$ cat src/rtl/d_phy_mc_lane_ctrl_pkg.sv
// rtl/d_phy_mc_lane_ctrl_pkg.sv - line-state codes, FSM states, error codes and default timings
package d_phy_mc_lane_ctrl_pkg;

  localparam int LINE_W = 3;

  typedef enum logic [LINE_W-1:0] {
    LINE_OFF   = 3'd0,
    LINE_LP00  = 3'd1,
    LINE_LP01  = 3'd2,
    LINE_LP10  = 3'd3,
    LINE_LP11  = 3'd4,
    LINE_HS0   = 3'd5,
    LINE_HS1   = 3'd6,
    LINE_MARK1 = 3'd7
  } t_phy_line_states;

  typedef enum logic [4:0] {
    ST_OFF, ST_INIT, ST_STOP,
    ST_HS_LPX, ST_HS_PREP, ST_HS_ZERO, ST_HS_PRE, ST_HS_TX,
    ST_HS_POST, ST_HS_TRAIL, ST_HS_EXIT,
    ST_ULPS_LPX, ST_ULPS, ST_ULPS_WAKE,
    ST_IDLE_POST, ST_IDLE, ST_IDLE_PRE,
    ST_ERROR
  } t_mc_state;

  typedef enum logic [2:0] {
    ERR_NONE, ERR_MUTEX, ERR_STARTUP, ERR_GAP, ERR_ULPS, ERR_IDLE
  } t_mc_err;

  localparam int DEF_CNT_W             = 16;
  localparam int DEF_WORD_UI           = 8;
  localparam int DEF_T_INIT_CYC        = 1000;
  localparam int DEF_T_LPX_CYC         = 50;
  localparam int DEF_T_CLK_PREPARE_CYC = 40;
  localparam int DEF_T_CLK_ZERO_CYC    = 260;
  localparam int DEF_T_CLK_PRE_UI      = 8;
  localparam int DEF_T_CLK_POST_UI     = 68;
  localparam int DEF_T_CLK_TRAIL_CYC   = 60;
  localparam int DEF_T_HS_EXIT_CYC     = 100;
  localparam int DEF_T_HS_IDLE_POST_UI = 8;
  localparam int DEF_T_HS_IDLE_PRE_UI  = 8;
  localparam int DEF_T_HS_IDLE_HS0_CYC = 64;
  localparam int DEF_T_WAKEUP_CYC      = 1000;

  // States in which the word counter runs (toggling or HS idle).
  function automatic logic is_clocking(input t_mc_state s);
    return (s == ST_HS_PRE) || (s == ST_HS_TX) || (s == ST_HS_POST) ||
           (s == ST_IDLE_POST) || (s == ST_IDLE) || (s == ST_IDLE_PRE);
  endfunction

endpackage

$ cat src/rtl/d_phy_mc_lane_ctrl_if.sv
// rtl/d_phy_mc_lane_ctrl_if.sv - PPI request/status bundle between CSI Tx and the clock-lane controller
interface d_phy_mc_lane_ctrl_if;
  import d_phy_mc_lane_ctrl_pkg::*;

  logic             enable;
  logic             tx_request_hs;
  logic             tx_ulps_clk;
  logic             tx_ulps_exit;
  logic             tx_hs_idle_clk_hs;
  logic             stopstate;
  logic             tx_ready_hs;
  logic             tx_hs_idle_clk_ready_hs;
  logic             ulps_active_not;
  logic             word_stb;
  t_phy_line_states line;
  logic             err;
  t_mc_err          err_code;

  modport master (
    output enable, tx_request_hs, tx_ulps_clk, tx_ulps_exit, tx_hs_idle_clk_hs,
    input  stopstate, tx_ready_hs, tx_hs_idle_clk_ready_hs, ulps_active_not,
           word_stb, line, err, err_code
  );

  modport slave (
    input  enable, tx_request_hs, tx_ulps_clk, tx_ulps_exit, tx_hs_idle_clk_hs,
    output stopstate, tx_ready_hs, tx_hs_idle_clk_ready_hs, ulps_active_not,
           word_stb, line, err, err_code
  );

endinterface

$ cat src/rtl/d_phy_mc_lane_ctrl_ui_timer.sv
// rtl/d_phy_mc_lane_ctrl_ui_timer.sv - load/decrement/done UI counter shared by all timed states
module d_phy_mc_lane_ctrl_ui_timer #(
  parameter int CNT_W = 16
) (
  input  logic             clk,
  input  logic             rst,
  input  logic             load,
  input  logic [CNT_W-1:0] load_val,
  output logic             done
);

  localparam logic [CNT_W-1:0] ONE = CNT_W'(1);

  logic [CNT_W-1:0] cnt;

  always_ff @(posedge clk) begin
    if (rst) begin
      cnt <= '0;
    end else if (load) begin
      cnt <= load_val;
    end else if (cnt != '0) begin
      cnt <= cnt - ONE;
    end
  end

  assign done = (cnt == '0);

endmodule

$ cat src/rtl/d_phy_mc_lane_ctrl.sv
// rtl/d_phy_mc_lane_ctrl.sv - D-PHY master clock-lane controller (init/stop/HS clock/ULPS)
// HS Tx Idle states are built only when D_PHY_MC_HS_IDLE_EN is defined.
module d_phy_mc_lane_ctrl
  import d_phy_mc_lane_ctrl_pkg::*;
#(
  parameter int CNT_W             = DEF_CNT_W,
  parameter int WORD_UI           = DEF_WORD_UI,
  parameter int T_INIT_CYC        = DEF_T_INIT_CYC,
  parameter int T_LPX_CYC         = DEF_T_LPX_CYC,
  parameter int T_CLK_PREPARE_CYC = DEF_T_CLK_PREPARE_CYC,
  parameter int T_CLK_ZERO_CYC    = DEF_T_CLK_ZERO_CYC,
  parameter int T_CLK_PRE_UI      = DEF_T_CLK_PRE_UI,
  parameter int T_CLK_POST_UI     = DEF_T_CLK_POST_UI,
  parameter int T_CLK_TRAIL_CYC   = DEF_T_CLK_TRAIL_CYC,
  parameter int T_HS_EXIT_CYC     = DEF_T_HS_EXIT_CYC,
  parameter int T_HS_IDLE_POST_UI = DEF_T_HS_IDLE_POST_UI,
  parameter int T_HS_IDLE_PRE_UI  = DEF_T_HS_IDLE_PRE_UI,
  parameter int T_HS_IDLE_HS0_CYC = DEF_T_HS_IDLE_HS0_CYC,
  parameter int T_WAKEUP_CYC      = DEF_T_WAKEUP_CYC
) (
  input logic                 hs_clk,
  input logic                 rst,
  d_phy_mc_lane_ctrl_if.slave ppi
);

  if (WORD_UI == 0 || T_INIT_CYC == 0 || T_LPX_CYC == 0 || T_CLK_PREPARE_CYC == 0 ||
      T_CLK_ZERO_CYC == 0 || T_CLK_PRE_UI == 0 || T_CLK_POST_UI == 0 ||
      T_CLK_TRAIL_CYC == 0 || T_HS_EXIT_CYC == 0 || T_HS_IDLE_POST_UI == 0 ||
      T_HS_IDLE_PRE_UI == 0 || T_HS_IDLE_HS0_CYC == 0 || T_WAKEUP_CYC == 0) begin : g_bad_timing
    $fatal(1, "d_phy_mc_lane_ctrl: timing parameters must be non-zero");
  end

  localparam logic [CNT_W-1:0] WORD_LAST = CNT_W'(WORD_UI - 1);
  localparam logic [CNT_W-1:0] ONE       = CNT_W'(1);

  t_mc_state        state, nxt;
  t_mc_err          code, err_code_q;
  t_phy_line_states line_q, tog;
  logic             err_q, stopstate_q, tx_ready_q, idle_ready_q, uan_q, word_stb_q;
  logic [CNT_W-1:0] wcnt, wcnt_inc, wcnt_nxt, tmr_val;
  logic             tmr_done, tmr_load, stb_nxt, idle_bad;
  logic             req, ulps, idle;

  assign req  = ppi.tx_request_hs;
  assign ulps = ppi.tx_ulps_clk;
  assign idle = ppi.tx_hs_idle_clk_hs;
  assign tog  = (line_q == LINE_HS1) ? LINE_HS0 : LINE_HS1;

  assign wcnt_inc = (wcnt == WORD_LAST) ? '0 : wcnt + ONE;

  always_comb begin
    nxt      = state;
    code     = ERR_NONE;
    idle_bad = 1'b0;
`ifndef D_PHY_MC_HS_IDLE_EN
    idle_bad = idle && (state != ST_OFF) && (state != ST_ERROR);
`endif
    if (!ppi.enable) begin
      nxt = ST_OFF;
    end else if (idle_bad) begin
      nxt  = ST_ERROR;
      code = ERR_IDLE;
    end else begin
      case (state)
        ST_OFF:  nxt = ST_INIT;
        ST_INIT: if (tmr_done) nxt = ST_STOP;
        ST_STOP: begin
          if (req && ulps) begin
            nxt  = ST_ERROR;
            code = ERR_MUTEX;
          end else if (req) begin
            nxt = ST_HS_LPX;
          end else if (ulps) begin
            nxt = ST_ULPS_LPX;
          end
        end
        ST_HS_LPX, ST_HS_PREP, ST_HS_ZERO, ST_HS_PRE: begin
          if (!req) begin
            nxt  = ST_ERROR;
            code = ERR_STARTUP;
          end else if (tmr_done) begin
            case (state)
              ST_HS_LPX:  nxt = ST_HS_PREP;
              ST_HS_PREP: nxt = ST_HS_ZERO;
              ST_HS_ZERO: nxt = ST_HS_PRE;
              default:    nxt = ST_HS_TX;
            endcase
          end
        end
        ST_HS_TX: begin
          if (!req && idle) begin
            nxt  = ST_ERROR;
            code = ERR_MUTEX;
          end else if (!req) begin
            nxt = ST_HS_POST;
          end
`ifdef D_PHY_MC_HS_IDLE_EN
          else if (idle) begin
            nxt = ST_IDLE_POST;
          end
`endif
        end
        ST_HS_POST, ST_HS_TRAIL, ST_HS_EXIT: begin
          if (req) begin
            nxt  = ST_ERROR;
            code = ERR_GAP;
          end else if (tmr_done) begin
            // the post toggle burst must finish on an HS0 UI
            if (state == ST_HS_POST && line_q == LINE_HS0) nxt = ST_HS_TRAIL;
            else if (state == ST_HS_TRAIL)                 nxt = ST_HS_EXIT;
            else if (state == ST_HS_EXIT)                  nxt = ST_STOP;
          end
        end
        ST_ULPS_LPX, ST_ULPS: begin
          if (!ulps) begin
            nxt  = ST_ERROR;
            code = ERR_ULPS;
          end else if (state == ST_ULPS_LPX && tmr_done) begin
            nxt = ST_ULPS;
          end else if (state == ST_ULPS && ppi.tx_ulps_exit) begin
            nxt = ST_ULPS_WAKE;
          end
        end
        ST_ULPS_WAKE: begin
          if (tmr_done) begin
            if (!ulps) nxt = ST_STOP;
          end else if (!ulps) begin
            nxt  = ST_ERROR;
            code = ERR_ULPS;
          end
        end
`ifdef D_PHY_MC_HS_IDLE_EN
        ST_IDLE_POST: if (tmr_done && line_q == LINE_HS0) nxt = ST_IDLE;
        ST_IDLE: begin
          if (!idle) begin
            if (tmr_done) begin
              nxt = ST_IDLE_PRE;
            end else begin
              nxt  = ST_ERROR;
              code = ERR_IDLE;
            end
          end
        end
        ST_IDLE_PRE: if (tmr_done && wcnt_inc == WORD_LAST) nxt = ST_HS_TX;
`endif
        ST_ERROR: nxt = ST_ERROR;
        default:  nxt = ST_OFF;
      endcase
    end
  end

  always_comb begin
    tmr_load = (nxt != state);
    case (nxt)
      ST_INIT:                tmr_val = CNT_W'(T_INIT_CYC - 1);
      ST_HS_LPX, ST_ULPS_LPX: tmr_val = CNT_W'(T_LPX_CYC - 1);
      ST_HS_PREP:             tmr_val = CNT_W'(T_CLK_PREPARE_CYC - 1);
      ST_HS_ZERO:             tmr_val = CNT_W'(T_CLK_ZERO_CYC - 1);
      ST_HS_PRE:              tmr_val = CNT_W'(T_CLK_PRE_UI - 1);
      ST_HS_POST:             tmr_val = CNT_W'(T_CLK_POST_UI - 1);
      ST_HS_TRAIL:            tmr_val = CNT_W'(T_CLK_TRAIL_CYC - 1);
      ST_HS_EXIT:             tmr_val = CNT_W'(T_HS_EXIT_CYC - 1);
      ST_ULPS_WAKE:           tmr_val = CNT_W'(T_WAKEUP_CYC - 1);
      ST_IDLE_POST:           tmr_val = CNT_W'(T_HS_IDLE_POST_UI - 1);
      ST_IDLE:                tmr_val = CNT_W'(T_HS_IDLE_HS0_CYC - 1);
      ST_IDLE_PRE:            tmr_val = CNT_W'(T_HS_IDLE_PRE_UI - 1);
      default:                tmr_val = '0;
    endcase
  end

  // Word phase restarts at HS0 so word_stb lines up with the first toggle burst.
  always_comb begin
    if (nxt == ST_HS_ZERO)    wcnt_nxt = '0;
    else if (is_clocking(nxt)) wcnt_nxt = wcnt_inc;
    else                       wcnt_nxt = wcnt;
    stb_nxt = is_clocking(nxt) && (wcnt_inc == WORD_LAST);
  end

  d_phy_mc_lane_ctrl_ui_timer #(.CNT_W(CNT_W)) u_timer (
    .clk      (hs_clk),
    .rst      (rst),
    .load     (tmr_load),
    .load_val (tmr_val),
    .done     (tmr_done)
  );

  always_ff @(posedge hs_clk) begin
    if (rst) begin
      state        <= ST_OFF;
      line_q       <= LINE_OFF;
      stopstate_q  <= 1'b0;
      tx_ready_q   <= 1'b0;
      idle_ready_q <= 1'b0;
      uan_q        <= 1'b1;
      err_q        <= 1'b0;
      err_code_q   <= ERR_NONE;
      word_stb_q   <= 1'b0;
      wcnt         <= '0;
    end else begin
      state       <= nxt;
      wcnt        <= wcnt_nxt;
      word_stb_q  <= stb_nxt;
      stopstate_q <= (nxt == ST_STOP);
      uan_q       <= (nxt != ST_ULPS);

      case (nxt)
        ST_INIT, ST_STOP, ST_HS_EXIT:    line_q <= LINE_LP11;
        ST_HS_LPX:                       line_q <= LINE_LP01;
        ST_HS_PREP, ST_ULPS:             line_q <= LINE_LP00;
        ST_ULPS_LPX:                     line_q <= LINE_LP10;
        ST_HS_ZERO, ST_HS_TRAIL, ST_IDLE: line_q <= LINE_HS0;
        ST_ULPS_WAKE:                    line_q <= LINE_MARK1;
        ST_HS_PRE, ST_HS_TX, ST_HS_POST,
        ST_IDLE_POST, ST_IDLE_PRE:       line_q <= tog;
        default:                         line_q <= LINE_OFF;
      endcase

      case (nxt)
        ST_HS_TX:                  tx_ready_q <= tx_ready_q | stb_nxt;
        ST_HS_POST, ST_IDLE:       tx_ready_q <= tx_ready_q & ~stb_nxt;
        ST_IDLE_POST, ST_IDLE_PRE: tx_ready_q <= tx_ready_q;
        default:                   tx_ready_q <= 1'b0;
      endcase

      case (nxt)
        ST_IDLE:     idle_ready_q <= idle_ready_q | ((state == ST_IDLE) && tmr_done && stb_nxt);
        ST_IDLE_PRE: idle_ready_q <= idle_ready_q;
        default:     idle_ready_q <= 1'b0;
      endcase

      if (nxt == ST_ERROR && !err_q) begin
        err_q      <= 1'b1;
        err_code_q <= code;
      end
    end
  end

  assign ppi.line                    = line_q;
  assign ppi.stopstate               = stopstate_q;
  assign ppi.tx_ready_hs             = tx_ready_q;
  assign ppi.tx_hs_idle_clk_ready_hs = idle_ready_q;
  assign ppi.ulps_active_not         = uan_q;
  assign ppi.word_stb                = word_stb_q;
  assign ppi.err                     = err_q;
  assign ppi.err_code                = err_code_q;

endmodule

$ cat src/flat_wrapper.sv
// flat-port wrapper written by rule: the top's interface ports become plain ports
module d_phy_mc_lane_ctrl_flat import d_phy_mc_lane_ctrl_pkg::*;
#(
  parameter int CNT_W             = DEF_CNT_W,
  parameter int WORD_UI           = DEF_WORD_UI,
  parameter int T_INIT_CYC        = DEF_T_INIT_CYC,
  parameter int T_LPX_CYC         = DEF_T_LPX_CYC,
  parameter int T_CLK_PREPARE_CYC = DEF_T_CLK_PREPARE_CYC,
  parameter int T_CLK_ZERO_CYC    = DEF_T_CLK_ZERO_CYC,
  parameter int T_CLK_PRE_UI      = DEF_T_CLK_PRE_UI,
  parameter int T_CLK_POST_UI     = DEF_T_CLK_POST_UI,
  parameter int T_CLK_TRAIL_CYC   = DEF_T_CLK_TRAIL_CYC,
  parameter int T_HS_EXIT_CYC     = DEF_T_HS_EXIT_CYC,
  parameter int T_HS_IDLE_POST_UI = DEF_T_HS_IDLE_POST_UI,
  parameter int T_HS_IDLE_PRE_UI  = DEF_T_HS_IDLE_PRE_UI,
  parameter int T_HS_IDLE_HS0_CYC = DEF_T_HS_IDLE_HS0_CYC,
  parameter int T_WAKEUP_CYC      = DEF_T_WAKEUP_CYC
)
  (hs_clk, rst, ppi_enable, ppi_tx_request_hs, ppi_tx_ulps_clk, ppi_tx_ulps_exit, ppi_tx_hs_idle_clk_hs, ppi_stopstate, ppi_tx_ready_hs, ppi_tx_hs_idle_clk_ready_hs, ppi_ulps_active_not, ppi_word_stb, ppi_line, ppi_err, ppi_err_code);
  d_phy_mc_lane_ctrl_if ppi_i ();
  input logic hs_clk;
  input logic rst;
  input wire logic [$bits(ppi_i.enable)-1:0] ppi_enable;
  input wire logic [$bits(ppi_i.tx_request_hs)-1:0] ppi_tx_request_hs;
  input wire logic [$bits(ppi_i.tx_ulps_clk)-1:0] ppi_tx_ulps_clk;
  input wire logic [$bits(ppi_i.tx_ulps_exit)-1:0] ppi_tx_ulps_exit;
  input wire logic [$bits(ppi_i.tx_hs_idle_clk_hs)-1:0] ppi_tx_hs_idle_clk_hs;
  output wire logic [$bits(ppi_i.stopstate)-1:0] ppi_stopstate;
  output wire logic [$bits(ppi_i.tx_ready_hs)-1:0] ppi_tx_ready_hs;
  output wire logic [$bits(ppi_i.tx_hs_idle_clk_ready_hs)-1:0] ppi_tx_hs_idle_clk_ready_hs;
  output wire logic [$bits(ppi_i.ulps_active_not)-1:0] ppi_ulps_active_not;
  output wire logic [$bits(ppi_i.word_stb)-1:0] ppi_word_stb;
  output wire logic [$bits(ppi_i.line)-1:0] ppi_line;
  output wire logic [$bits(ppi_i.err)-1:0] ppi_err;
  output wire logic [$bits(ppi_i.err_code)-1:0] ppi_err_code;
  assign ppi_i.enable = ppi_enable;
  assign ppi_i.tx_request_hs = ppi_tx_request_hs;
  assign ppi_i.tx_ulps_clk = ppi_tx_ulps_clk;
  assign ppi_i.tx_ulps_exit = ppi_tx_ulps_exit;
  assign ppi_i.tx_hs_idle_clk_hs = ppi_tx_hs_idle_clk_hs;
  assign ppi_stopstate = ppi_i.stopstate;
  assign ppi_tx_ready_hs = ppi_i.tx_ready_hs;
  assign ppi_tx_hs_idle_clk_ready_hs = ppi_i.tx_hs_idle_clk_ready_hs;
  assign ppi_ulps_active_not = ppi_i.ulps_active_not;
  assign ppi_word_stb = ppi_i.word_stb;
  assign ppi_line = ppi_i.line;
  assign ppi_err = ppi_i.err;
  assign ppi_err_code = ppi_i.err_code;
  d_phy_mc_lane_ctrl #(.CNT_W(CNT_W), .WORD_UI(WORD_UI), .T_INIT_CYC(T_INIT_CYC), .T_LPX_CYC(T_LPX_CYC), .T_CLK_PREPARE_CYC(T_CLK_PREPARE_CYC), .T_CLK_ZERO_CYC(T_CLK_ZERO_CYC), .T_CLK_PRE_UI(T_CLK_PRE_UI), .T_CLK_POST_UI(T_CLK_POST_UI), .T_CLK_TRAIL_CYC(T_CLK_TRAIL_CYC), .T_HS_EXIT_CYC(T_HS_EXIT_CYC), .T_HS_IDLE_POST_UI(T_HS_IDLE_POST_UI), .T_HS_IDLE_PRE_UI(T_HS_IDLE_PRE_UI), .T_HS_IDLE_HS0_CYC(T_HS_IDLE_HS0_CYC), .T_WAKEUP_CYC(T_WAKEUP_CYC)) u_core (.hs_clk(hs_clk), .rst(rst), .ppi(ppi_i));
endmodule
$ cat config.mk
export PLATFORM = sky130hd
export DESIGN_NAME = d_phy_mc_lane_ctrl_flat
export DESIGN_NICKNAME = d
export VERILOG_FILES = /design/src/rtl/d_phy_mc_lane_ctrl_pkg.sv /design/src/rtl/d_phy_mc_lane_ctrl_if.sv /design/src/rtl/d_phy_mc_lane_ctrl_ui_timer.sv /design/src/rtl/d_phy_mc_lane_ctrl.sv /design/src/flat_wrapper.sv
export SDC_FILE = /design/constraint.sdc
export NUM_CORES = 1
export LEC_CHECK = 0
export ABC_CLOCK_PERIOD_IN_PS = 4800
export CELL_PAD_IN_SITES_DETAIL_PLACEMENT = 1
export CELL_PAD_IN_SITES_GLOBAL_PLACEMENT = 1
export CORE_MARGIN = 3
export CORE_UTILIZATION = 30
export DETAILED_ROUTE_END_ITERATION = 16
export GPL_ROUTABILITY_DRIVEN = 1
export HOLD_SLACK_MARGIN = 0.06
export PLACE_DENSITY_LB_ADDON = 0.2
export SLEW_MARGIN = 15
export SYNTH_ARGS = -nofsm -noshare
export SYNTH_HDL_FRONTEND = slang
export SYNTH_HIERARCHICAL = 1
export SYNTH_SLANG_ARGS = --single-unit
export TNS_END_PERCENT = 100
$ cat constraint.sdc
create_clock -name hs_clk -period 4.8 [get_ports hs_clk]
set_input_delay 0.48 -clock hs_clk [delete_from_list [all_inputs] [get_ports hs_clk]]
set_output_delay 0.48 -clock hs_clk [all_outputs]
set_load 0.005 [all_outputs]
Yosys cells after proc, flatten, opt, wreduce, memory -nomap -nowiden
Memories as Yosys holds them, arrays and structs flattened.
Index checks and enable logic that the tools add are counted.
W data, S select, Z words.
- $add $sub $neg: 2
- eq/ne operators: 39
- multiplexer cells: 39
- bitwise gates (word level): 4
- reduce and logical (&&, ||, !) cells: 33
- operators by type and width (cell ; count):
    $mux W5 ; 21
    $eq A5 B4 Y1 const B ; 15
    $mux W16 ; 3
    $pmux W5 S9 ; 1
    $eq A5 B3 Y1 const B ; 8
    $eq A16 B3 Y1 const B ; 2
    $pmux W3 S7 ; 1
    $eq A5 B2 Y1 const B ; 4
    $pmux W3 S6 ; 1
    $add A16 B1 Y16 const B ; 1
    $logic_not A16 Y1 ; 1
    $reduce_bool A16 Y1 ; 1
    $sub A16 B1 Y16 const B ; 1
    $eq A5 B5 Y1 const B ; 3
    $mux W3 ; 4
    $logic_and A1 B1 Y1 ; 11
    $eq A5 B1 Y1 const B ; 2
    $reduce_or A2 Y1 ; 5
    $reduce_or A3 Y1 ; 3
    $eq A3 B3 Y1 const B ; 2
    $mux W2 ; 3
    $pmux W2 S3 ; 1
    $logic_not A5 Y1 ; 1
    $logic_or A1 B1 Y1 ; 5
    14 further kinds ; 17
- bits in registers: 49
- logic and storage cells: 129
- memories kept: 1
- memory bits (read-only): 320
- memory list (name ; words ; width ; rd ports ; clocked after memory_dff ; wr ports ; RTL line ; source):
    (no name shown) ; 32 ; 10 ; 1 ; 0 ; 0 ; d_phy_mc_lane_ctrl.sv:154 ; case (nxt)

Longest topological paths before layout
- word-level depth: 19
- gate-level depth with buffers: 19
- depth with buffers taken out: 17

Hierarchy
The synthesis kept the hierarchy.
- by module, submodules not included (module ; instances ; area an instance (um2) ; cells each):
    d_phy_mc_lane_ctrl ; 1 ; 2598.7 ; 360
    d_phy_mc_lane_ctrl_ui_timer ; 1 ; 902.1 ; 112

Worst setup path before layout
Ideal clock, no wire load.
- path kind: reg2reg
- start: register u_core.u_timer.cnt[0]
- end: register u_core.u_timer.cnt[1]
- library setup time: 0.131 ns
- data arrival time: 3.381 ns
- setup slack: 1.287 ns
- period minus slack after synthesis: 3.513 ns
- cell stages (with the launch flop): 20
- path through: dfxtp_1 -> inv_1 -> ha_1 -> nor2b_1 -> nand3_1 -> nor2_1 -> clkbuf_1 -> nand3b_1 -> a2111oi_0 -> nor3_1 -> o211ai_1 -> nand2_1 -> clkbuf_1 -> a21oi_1 -> nor2_1 -> nand3_1 -> clkbuf_1 -> nor3_1 -> mux2i_1 -> o21ai_0
- word-level cells in the longest chain between the ends: 9
- elaborated cells on any way between the ends: 20
- RTL lines (item ; RTL line ; source):
    from (decl) ; d_phy_mc_lane_ctrl_ui_timer.sv:14 ; logic [CNT_W-1:0] cnt;
    from (signal assigned) ; d_phy_mc_lane_ctrl_ui_timer.sv:20 ; cnt <= load_val;
    from (signal assigned) ; d_phy_mc_lane_ctrl_ui_timer.sv:22 ; cnt <= cnt - ONE;
    $logic_not A16 Y1 * ; d_phy_mc_lane_ctrl_ui_timer.sv:26 ; assign done = (cnt == '0);
    via u_core.tmr_done ; d_phy_mc_lane_ctrl.sv:41 ; logic tmr_done, tmr_load, stb_nxt, idle_bad;
    $logic_and A1 B1 Y1 ; d_phy_mc_lane_ctrl.sv:118 ; end else if (state == ST_ULPS_LPX && tmr_done) begin
    $mux W5 ; d_phy_mc_lane_ctrl.sv:118 ;
    $mux W5 ; d_phy_mc_lane_ctrl.sv:115 ; if (!ulps) begin
    $pmux W5 S9 * ; d_phy_mc_lane_ctrl.sv:64 ; case (state)
    $mux W5 * ; d_phy_mc_lane_ctrl.sv:60 ; end else if (idle_bad) begin
    $mux W5 * ; d_phy_mc_lane_ctrl.sv:58 ; if (!ppi.enable) begin
    $ne A5 B5 Y1 * ; d_phy_mc_lane_ctrl.sv:153 ; tmr_load = (nxt != state);
    via u_core.tmr_load ; d_phy_mc_lane_ctrl.sv:41 ;
    $mux W16 or $reduce_bool A2 Y1 (tied branches) ; n/a ;
The timed path passes the listed nets; every way through them passes the cells marked *. The select of a mux whose other input is x is not followed.
A chain may end at the register's enable or synchronous reset.

Worst setup path after layout
- start: register u_core.u_timer.cnt[10]
- end: register u_core.u_timer.cnt[8]
Same word-level chain as after synthesis.

==> out/metrics.csv <==
stage,metric,value,unit
status,outcome,"finished, final reports clean",
global_routing,track_usage,16.9,%
worst_hold_path,min_to,u_core/ppi.err_code[2],
synth,syn_area,0.00350,mm²
critical_path,critPathKind,reg2reg,
synth,synth_xor_area_share,4.75,%
synth,synthArstFlopShare,0,%
clock_network,post-cts-setup-buffers,0,
floorplan,coreArea,0.0111,mm²
critical_path,crit_family,simple AND/OR/NAND/NOR gates,
worst_hold_path,holdCritStartpoint,u_core/ppi.err_code[2],
synth,synth_compound_area_share,23.1,%
critical_path,required,5010,ps
synth,synth_cell_types,72,
final_layout,final_core_util,35.8,%
synth,ys_ff_latch,49,
final_layout,fillCellCount,1384,
synth,synth-edff-count,0,
global_routing,overflow,0,
synth,ys.flop_type,dfxtp_1,
critical_path,crit_arrival,4300,ps
clock_network,cts_num_sinks,49,
synth,yosysTopAreaCell,dfxtp_1,
global_routing,grt_pass1_vias,3573,
critical_path,cpPeakStageDelay,510,ps
sta,fin_ws,719,ps
routing,first_pass_iters,4,
floorplan,ios,19,
global_routing,grt_max_degree,36,
clock_network,path_clk_slew,70,ps
floorplan,fp.dieH,114,µm
synth,yosysWarnings,6,
critical_path,rr_endpoint,u_core/u_timer/cnt[8],
clock_network,cts_hold_buf,0,
clock_network,clk_latency,290,ps
synth,synthSimpleGateAreaFrac,35.6,%
routing,first_iter_violations,216,
final_layout,areaGrowthSynthToFinish,13.7,%
sta,worstMarginPinSlew,1110,ps
synth,yosysSeqAreaShare,28.0,%
worst_hold_path,hold_class,reg2reg,
clock_network,cts_root_buf,clkbuf_16,
placement,port_buffers,18,
floorplan,std_cell_rows,38,
synth,synth_cells,472,
sta,slew_headroom,26.0,%
global_routing,grt_pass1_wl,18100,µm
floorplan,initial_core_util,31.5,%
routing,wire_per_inst,16.8,µm
critical_path,worst-path-max-fanout,14,
sta,finalClockSkew,3.17,ps
sta,setup_tns,0,ps
sta,fin_crit,4080,ps
critical_path,ff2ff_path_depth,15,
critical_path,crit_chain,"nor4_1, nand2_1, nor2_1, buf_4, nor3_1, o21ai_1, o2111ai_1, nor3_2, a21o_1, xnor2_1, nor2_1, nand3_1, nor2_1, nand2_1, o21ai_0",
worst_hold_path,whs_path_depth,2,
clock_network,cts_buffers,5,
run,drv_cap,0,
sta,period_share,85.0,%
synth,synth_adder_area_share,0.715,%
critical_path,crit_slowest_cell,nor4_1,
critical_path,path_buf_inv,1,
pwr,p_per_area,331,mW/mm²
clock_network,cts_resized,0,
placement,hpwl,7750,µm
final_layout,final-seq-area,981,µm²
clock_network,cts_max_level,2,
critical_path,cp_common_cell,nor2_1,
clock_network,cts_tree,done,
pwr,p_leak,1.34,nW
synth,synth_area_leaders,"dfxtp_1, nor2_1, a21oi_1",
critical_path,cp-start-kind,flip-flop,
global_routing,antenna_found_initial,0,
placement,dp_slack,718,ps
routing,ant_nets,0,
sta,finalSetupViolations,0,
routing,vias_per_cell,5.64,
pwr,ir_drop,0.000134,V
floorplan,die_w,114,µm
final_layout,diodes,0,
final_layout,multi_input_area,0.00234,mm²
floorplan,dieArea,0.0130,mm²
sta,rsz0062_at_grt,no,
clock_network,clock_path_buffers,2,
routing,vias,3521,
routing,wirelength,10500,µm
sta,report.final.slew_viol_count,0,
synth,synth_mux_area_share,2.00,%
critical_path,regToRegSetupSlack,720,ps
sta,max_freq,245,MHz
final_layout,drive_gt1_share,6.61,%
critical_path,critPathCaptureType,flip-flop,
routing,drc,0,
critical_path,rr_startpoint,u_core/u_timer/cnt[10],
synth,synth_top_area_share,28.0,%
sta,hold_viol_final,0,
synth,synth_area_per_cell,7.42,µm²
synth,synth_top_family_by_area,simple AND/OR/NAND/NOR gates,
placement,gp_congestion,0.860,
final_layout,nets,492,
cells in the final DEF, fill, tap and decap left out, drive strengths merged, types with 7 or more instances in the layout:
cell and instances:
a211oi 8, a21oi 36, a31oi 7, buf 12, clkbuf 7, clkdlybuf4s50 18, conb 7, dfxtp 49
inv 10, mux2i 7, nand2 45, nand3 20, nand4 13, nor2 49, nor2b 7, nor3 20
nor4 10, o21ai 37, or3 12, xnor2 9, xor2 10
worst reg2reg max path, delay by kind of cell, from the launching register on:
family | cells | cell delay (ps)
and+or+nand+nor | 9 | 2530
xor gates and xnor gates | 1 | 90
DFF | 1 | 370
buffers and inverters | 1 | 220
AOI/OAI and AO/OA | 4 | 800
per-stage QoR:
| step | cell area [µm²] | total power, W | hold slack, ps | cells |
|---|---|---|---|---|
| after detailed placement | 3810 | 0.000910 | 450 | 616 |
| after CTS | 3980 | 0.00134 | 461 | 624 |
| after global placement | 3810 | 0.000901 | 443 | 616 |
| after floorplan | 3520 | 0.000799 | 448 | 478 |
| final | 3980 | 0.00132 | 456 | 624 |
| after global routing | 3980 | 0.00141 | 482 | 624 |
report_power, final:
part / switching, W / total [W] / internal (W) / leakage (nW)
combinational: 0.000225 / 0.000392 / 0.000167 / 0.858
clock: 0.000154 / 0.000414 / 0.000261 / 0.0841
sequential: 0.0000606 / 0.000511 / 0.000450 / 0.399
flip-flops by register name, indices dropped and copies added, names as in the netlist:
signal,flops
u_core/u_timer/cnt,16
u_core/wcnt,16
u_core/state,5
u_core/ppi.err_code,3
u_core/ppi.line,3
u_core/ppi.err,1
u_core/ppi.stopstate,1
u_core/ppi.tx_hs_idle_clk_ready_hs,1
u_core/ppi.tx_ready_hs,1
u_core/ppi.ulps_active_not,1
u_core/ppi.word_stb,1
kinds of logic (layout without fill, tap and decap cells):
kind of cell             count (synthesis)  in the layout
AO/OA/AOI/OAI                          125            125
buffers and inverters                   42             48
flip-flops                              49             49
other                                    1              7
XOR/XNOR                                19             19
multiplexers                             7              7
AND/OR/NAND/NOR                        227            227
adder cells (fa/ha/maj)                  2              2
Yosys cell counts (all sizes together), types with 3 or more instances:
cell / count
and2: 5
inv: 10
nand3b: 5
buf: 14
o31ai: 3
o31a: 4
nor3: 20
nand2: 45
nor2: 49
and4: 4
mux2i: 7
nand2b: 5
xor2: 10
or2: 3
or4: 6
a211oi: 8
and3: 6
nand4b: 3
nand4: 13
nor2b: 7
a22oi: 4
a31oi: 7
nor4: 10
a21oi: 36
xnor2: 9
nand3: 20
dfxtp: 49
clkbuf: 18
nor3b: 4
o21ai: 37
o211ai: 4
or3: 12
worst max path at each step:
stage | to | slack, ps | start | cells after the start
CTS | u_core/u_timer/cnt[8] | 730 | u_core/u_timer/cnt[10] | 15
finish | u_core/u_timer/cnt[8] | 720 | u_core/u_timer/cnt[10] | 15
floorplan | u_core/u_timer/cnt[1] | 1290 | u_core/u_timer/cnt[0] | 19
global placement | u_core/u_timer/cnt[13] | 830 | ppi_tx_request_hs | 12
detailed placement | u_core/u_timer/cnt[8] | 720 | ppi_tx_request_hs | 12
global route | u_core/u_timer/cnt[3] | 60 | u_core/u_timer/cnt[10] | 15
per-layer routing:
| metal | GRT usage (%) | up-vias | part of all wire [%] |
|---|---|---|---|
| met5 | 0 | - | 0 |
| met1 | 21.4 | 1701 | 46 |
| met3 | 2.18 | 15 | 2.6 |
| met4 | 6.18 | 0 | 2.3 |
| met2 | 29.1 | 45 | 49 |
| li1 | - | 1760 | - |
cell type report:
type,instances,share of cell area [%]
clock buffer,7,3.58
clock inverter,1,0.754
inverter,10,0.943
multi-input combinational,387,58.9
sequential,49,24.6
tap,140,4.40
timing repair buffer,30,6.79
No activity file was read; power rests on OpenSTA's default activity.
